### src/rtl/ring_injection_arbiter.sv
// Ring endpoint injection arbiter: round-robin over local requesters,
// wormhole packet locking and credit-based flow control toward router port 0.
module ring_injection_arbiter #(
  parameter int NUM_REQ           = 4,
  parameter int DEST_WIDTH        = 4,
  parameter int FLIT_WIDTH        = 256,
  parameter int FLIT_BUFFER_DEPTH = 2
) (
  input  logic                  clk,
  input  logic                  rst_n,
  input  logic [FLIT_WIDTH-1:0] req_data [NUM_REQ],
  input  logic [DEST_WIDTH-1:0] req_dest [NUM_REQ],
  input  logic [NUM_REQ-1:0]    req_is_tail,
  input  logic [NUM_REQ-1:0]    req_valid,
  output logic [NUM_REQ-1:0]    req_ready,
  output logic [FLIT_WIDTH-1:0] data_out,
  output logic [DEST_WIDTH-1:0] dest_out,
  output logic                  is_tail_out,
  output logic                  send_out,
  input  logic                  credit_in,
  output logic                  busy,
  output logic                  credit_err
);

  localparam int CW = $clog2(FLIT_BUFFER_DEPTH + 1);
  localparam int PW = (NUM_REQ > 1) ? $clog2(NUM_REQ) : 1;
  localparam logic [CW-1:0] MAX_CRED = CW'(FLIT_BUFFER_DEPTH);
  localparam logic [PW-1:0] LAST_IDX = PW'(NUM_REQ - 1);
  localparam logic [PW:0]   NUM_EXT  = (PW + 1)'(NUM_REQ);

  typedef enum logic {
    IDLE,
    LOCKED
  } state_t;

  state_t        state;
  logic [PW-1:0] rr_ptr;
  logic [PW-1:0] owner;
  logic [CW-1:0] credits;

  logic          cred_ok;
  logic          win_found;
  logic [PW-1:0] win;
  logic [PW-1:0] grant_idx;
  logic          accept;
  logic          grant_tail;

  function automatic logic [PW-1:0] wrap_inc(input logic [PW-1:0] p);
    return (p == LAST_IDX) ? '0 : p + PW'(1);
  endfunction

  // A slot is free only after discounting the flit leaving this cycle
  assign cred_ok = credits > CW'(send_out);

  // Cyclic search for the first valid requester at or after rr_ptr
  always_comb begin : win_search
    logic [PW:0] idx;
    win_found = 1'b0;
    win       = '0;
    idx       = '0;
    for (int k = 0; k < NUM_REQ; k++) begin
      idx = {1'b0, rr_ptr} + (PW + 1)'(k);
      if (idx >= NUM_EXT) idx = idx - NUM_EXT;
      if (!win_found && req_valid[idx[PW-1:0]]) begin
        win_found = 1'b1;
        win       = idx[PW-1:0];
      end
    end
  end

  // Grant: search winner when idle, owner only while locked
  always_comb begin
    req_ready = '0;
    grant_idx = win;
    if (rst_n && cred_ok) begin
      unique case (state)
        IDLE: begin
          if (win_found) req_ready[win] = 1'b1;
        end
        LOCKED: begin
          grant_idx        = owner;
          req_ready[owner] = req_valid[owner];
        end
        default: req_ready = '0;
      endcase
    end
  end

  assign accept     = |(req_ready & req_valid);
  assign grant_tail = req_is_tail[grant_idx];

  // Registered flit toward the router; holds when nothing is accepted
  always_ff @(posedge clk or negedge rst_n) begin
    if (!rst_n) begin
      send_out    <= 1'b0;
      data_out    <= '0;
      dest_out    <= '0;
      is_tail_out <= 1'b0;
    end else begin
      send_out <= accept;
      if (accept) begin
        data_out    <= req_data[grant_idx];
        dest_out    <= req_dest[grant_idx];
        is_tail_out <= grant_tail;
      end
    end
  end

  // Credit counter with sticky overflow flag
  always_ff @(posedge clk or negedge rst_n) begin
    if (!rst_n) begin
      credits    <= MAX_CRED;
      credit_err <= 1'b0;
    end else begin
      if (credit_in && !send_out) begin
        if (credits == MAX_CRED) credit_err <= 1'b1;
        else credits <= credits + CW'(1);
      end else if (send_out && !credit_in) begin
        credits <= credits - CW'(1);
      end
    end
  end

  // Arbitration FSM: lock onto a packet until its tail is accepted
  always_ff @(posedge clk or negedge rst_n) begin
    if (!rst_n) begin
      state  <= IDLE;
      busy   <= 1'b0;
      rr_ptr <= '0;
      owner  <= '0;
    end else begin
      unique case (state)
        IDLE: begin
          if (accept) begin
            if (grant_tail) begin
              rr_ptr <= wrap_inc(grant_idx);
            end else begin
              owner <= grant_idx;
              state <= LOCKED;
              busy  <= 1'b1;
            end
          end
        end
        LOCKED: begin
          if (accept && grant_tail) begin
            state  <= IDLE;
            busy   <= 1'b0;
            rr_ptr <= wrap_inc(owner);
          end
        end
        default: begin
          state <= IDLE;
          busy  <= 1'b0;
        end
      endcase
    end
  end

endmodule
### config.mk
export PLATFORM = sky130hd
export DESIGN_NAME = ring_injection_arbiter
export DESIGN_NICKNAME = d
export VERILOG_FILES = /design/src/rtl/ring_injection_arbiter.sv
export SDC_FILE = /design/constraint.sdc
export NUM_CORES = 1
export LEC_CHECK = 0
export ABC_AREA = 1
export CORE_AREA = 2 2 507 509
export DETAILED_ROUTE_END_ITERATION = 12
export DIE_AREA = 0 0 509 511
export PLACE_DENSITY_LB_ADDON = 0.08
export SKIP_LAST_GASP = 1
export SYNTH_ARGS = -nofsm -noshare
export SYNTH_HDL_FRONTEND = slang
export SYNTH_SLANG_ARGS = --single-unit
### constraint.sdc
create_clock -name clk -period 3.5 [get_ports clk]
set_input_delay 0.7 -clock clk [delete_from_list [all_inputs] [get_ports clk]]
set_output_delay 0.7 -clock clk [all_outputs]
set_load 0.02 [all_outputs]
# [Yosys cells after proc, flatten, opt, wreduce, memory -nomap -nowiden]
# Index checks and enable logic that the tools add are counted.
[totals] elab_cells=126 reg_bits=271 mem_bits_rw=0 mem_count=0 rom_bits=0 inputBits=1051 latchBits=0 output_inout_bits=268
[classes] muxes=56 eq_ne=8 reduce_logical=21 order_cmp=15 n_div=0 shifts=0 multipliers=0 n_addsub=11 bitwise_logic=5
[ops] op="$bmux 256 s2" n=1
[ops] op="$mux 256" n=2
[ops] op="$mux 2" n=18
[ops] op="$lt 2x3->1 const B" n=7
[ops] op="$mux 1" n=18
[ops] op="$mux 4" n=4
[ops] op="$bmux 1 s2" n=6
[ops] op="$ge 3x3->1 const B" n=4
[ops] op="$sub 2x1->2 const B" n=5
[ops] op="$logic_and 1x1->1" n=9
[ops] op="$reduce_and 3->1" n=3
[ops] op="$and 4x4->4" n=2
[ops] op="$bmux 4 s2" n=1
[ops] op="$ne 2x2->1 const B" n=4
[ops] op="$pmux 4 s2" n=1
[ops] op="$add 2x1->2 const B" n=3
[ops] op="$add 2x2->3 const B" n=2
[ops] op="$eq 2x2->1 const B" n=3
[ops] op="$logic_not 1->1" n=5
[ops] op="$demux 1 s2" n=2
[ops] op="$ge 2x1->1 const B" n=2
[ops] op="$pmux 1 s2" n=2
[ops] op="$pmux 2 s2" n=1
[ops] op="$reduce_and 2->1" n=2
[ops] op="8 further kinds" n=9

# [Longest topological paths before layout]
[depth] depth_word=26 depth_mapped=21 mapped_depth_nobuf=19

# [Worst setup path after synthesis]
# No wires, ideal clock.
[synth_timing] kind="input-to-output" start="input req_valid[1]" end="output req_ready[3]" path_buffers=0 arrival_ns=1.908 required_time_ns=2.800 slack_ns=0.892 stages=11 path_cell_list="inv_1 > nand2_1 > nand3_1 > nand2_1 > inv_1 > nand2_1 > nand2_2 > nand3_4 > inv_2 > nand2_1 > a21boi_0"
[synth_between] elab_chain_cells=19 word_cells_on_any_way=33 classes_between="2 x order compare; 23 x mux; 1 x bitwise; 7 x reduce/logical"
[synth_rtl] element="start, declared" line="14" source="input logic [NUM_REQ-1:0] req_valid,"
[synth_rtl] element="$bmux 1 s2" line="64" source="if (!win_found && req_valid[idx[PW-1:0]]) begin"
[synth_rtl] element="$mux 1 (implied by the code)" line="64"
[synth_rtl] element="$mux 1" line="64"
[synth_rtl] element="$logic_not 1->1" line="64"
[synth_rtl] element="$logic_and 1x1->1" line="64"
[synth_rtl] element="$mux 1" line="64"
[synth_rtl] element="$logic_not 1->1" line="64"
[synth_rtl] element="$logic_and 1x1->1" line="64"
[synth_rtl] element="[3 not listed]"
[synth_rtl] element="$mux 2" line="64"
[synth_rtl] element="$lt 2x3->1 (implied by the code) or $ge 2x1->1 (tied branches)" line="78" source="if (win_found) req_ready[win] = 1'b1;"
[synth_rtl] element="$logic_and 1x1->1 (implied by the code)" line="78"
[synth_rtl] element="$mux 1 (implied by the code)" line="78"
[synth_rtl] element="$demux 1 s2" line="78"
[synth_rtl] element="$mux 4" line="78"
[synth_rtl] element="$pmux 4 s2 *" line="76" source="unique case (state)"
[synth_rtl] element="$mux 4 *" line="75" source="if (rst_n && cred_ok) begin"
[synth_rtl] element="end, declared" line="15" source="output logic [NUM_REQ-1:0] req_ready,"
# Every way passes the cells marked *; elsewhere a longest branch is shown, timed or not. The select of a mux whose other input is x is not followed.

# [Worst setup path after layout]
[layout_timing] start="input req_valid[3]" end="output req_ready[1]"
# The elaborated chain is that of the path after synthesis.

==> out/qor.csv <==
metric,value,unit
fmax,303,MHz
metal1 wirelength,81.7,mm
# H-tree levels,2,
Most used DFF post-synth,dfrtp_1,
CTS buffer count,46,
WL met3,17.6,mm
CTS tree,yes,
"most common cell after layout, fill and taps aside",clkdlybuf4s50_1,
fillers,29286,
maximum VDD drop,0.717,mV
Ports,1319,
share of cells above drive strength 1,9.99,%
Root Driver,clkbuf_16,
Starting Density,7.05,%
DR pass1 iterations,5,
all-layer global routing usage,13.9,%
Final GP Congestion,0.849,
Worst slew margin,46.9,%
Area Growth Syn to Fin,116,%
crit path cell chain,"clkdlybuf4s50_1, inv_1, nand2_1, nand3_1, inv_1, a31oi_1, nand3_4, o21ai_2, buf_4, and2_1, buf_4",
clock sinks,271,
Die H,511,um
status,"finished, final reports clean",
top sig layer,met5,
Initial DRC Count,1318,
placed cell count,7541,
# port buffers,1318,
final count of pins violating max slew,0,
sequential cell area,6780,um^2
most frequent cells in the layout,"clkdlybuf4s50_1 (1311), nand2_1 (849), nor2_1 (528)",
slowest CP cell,clkdlybuf4s50_1,
CP arrival,2.60,ns
crit-path max FO,5,
CTS Buffer Depth,3,
multi-input logic area,9890,um^2
Post-Synthesis Cells,2752,
max-capacitance violation count,0,
Async SR Flop Fraction,100,%
DRC viols,0,
Worst Max-Slew Pin Slew,0.796,ns
Yosys cell types,33,
syn_area_per_cell,6.54,um^2
CP Class,in2out,
power density over cell area,1280,nW/um^2
Avg WL per Cell,24.7,um
initial antenna violation count,79,
dpl hpwl,160,mm
Via density,3.33,
Worst-path clk slew,0.06,ns
startpoint class of the critical path,primary input,
Worst setup EP type,output port,
number of flops mapped to enable cells by yosys,0,
met2 WL,85.9,mm
Final ANT Viol Nets,0,
Core Box Area,255000,um^2
die footprint,260000,um^2
first-pass GRT wire length,250,mm
#FFs+latches synth,271,
CTS Hold Bufs,0,
register area share after synthesis,37.7,%
period utilisation layout,94.2,%
Max Clock Skew,0.0244,ns
RSZ-0062 raised after global routing,true,
FP Rows,186,
Mapped Area,18000,um^2
GRT overflow,0,
Final setup viols,0,
vias in the first global route,27060,
Nets,5265,
largest net degree at the start of global routing,93,
synth warn,0,
Pleak,0.0157,uW
"Hold Violations, Final",0,
worst hold path class,in2async,
DRT Wirelength,189,mm
largest stage delay on the critical path,0.47,ns
WP data required,2.80,ns
chip width,509,um
fin cells,7643,
syn nets,3809,
Vias,25432,
Clock Latency Late Sink,0.64,ns
minimum clock period after layout,3.30,ns
Total Power,49800,uW
## power breakdown
group	switching (uW)	internal [uW]
Combinational	24400	14800
Clock	2000	2860
Sequential	976	4790
Total	27300	22500
## worst paths after layout
kind                       cells after the start  slack (ns)          from             to
min in group clk                               2        0.48  data_out[34]   data_out[34]
min reg2reg                                    2        0.48  data_out[34]   data_out[34]
max                                           11        0.20  req_valid[3]   req_ready[1]
max reg2reg                                   16        0.31    credits[0]    dest_out[0]
min                                            2        0.19         rst_n  data_out[231]
max in group asynchronous                      4        1.76         rst_n  data_out[179]
## per-layer routing
metal	vias to the layer above	track usage (%)
li1	12139	-
met1	12035	17.3
met2	1017	22.7
met3	175	5.39
met4	66	2.43
met5	-	0
## flip-flops by register name, summed over array words and instances (netlist names), named ones only
signal / flops
owner: 2
busy: 1
credits: 2
data_out: 256
dest_out: 4
is_tail_out: 1
credit_err: 1
send_out: 1
rr_ptr: 2
## synth_stat cells, types with 6 or more instances
library cell    n  share of area [%]
buf_2         109                3.0
buf_4          16               0.67
buf_6          24                1.5
clkbuf_1       81                1.7
dfrtp_1       270                 38
ha_1            6               0.42
inv_1          20               0.42
nand2_1       850                 18
nand3_1        20               0.56
nor2_1        529                 11
o21ai_0       444                 12
o21ai_1        88                2.4
o22ai_1       261                9.1
## cell families (layout without fill, tap and decap cells)
family / Yosys count / after routing / synth area share [%]
xor gates and xnor gates: 2 / 2 / 0.0974
AOI/OAI and AO/OA: 798 / 798 / 24.1
other: 0 / 16 / 0
adders and majority gates: 6 / 6 / 0.417
and+or+nand+nor: 1417 / 1417 / 30.2
buffers and inverters: 258 / 1749 / 7.53
DFF: 271 / 271 / 37.7
## per-stage QoR
step	utilization, %	TNS [ns]	hold slack, ns	worst slack (ns)	instance area [um^2]
3_5_place_dp	14.6	-17.76	0.464	-0.317	37200
6_report	15.2	0	0.195	0.202	38800
5_1_grt	15.2	-0.0502	0.183	-0.0502	38800
3_3_place_gp	14.6	-26.09	0.462	-0.403	37200
2_1_floorplan	-	0	0.404	0.892	18000
4_1_cts	15.2	-0.00839	0.136	-0.00839	38700
## cell type report
cell class	count	share of cell area, %
Timing Repair Buffer	1639	41.7
Multi-Input combinational cell	2223	25.5
Sequential cell	271	17.5
Tap cell	3384	10.9
Clock buffer	75	3.71
Inverter	27	0.368
Clock inverter	8	0.184
Antenna cell	16	0.103
## what timing repair did
action,CTS,global route
gates resized for setup,3,10
setup buffers,0,3
setup endpoints to repair,4,38
## critical path: cells and delay by family
kind / cells / cell delay (ns)
simple gates: 4 / 0.54
buf+inv: 5 / 0.91
compound gates: 2 / 0.44
Note: power is estimated with default switching activity, not from simulation.
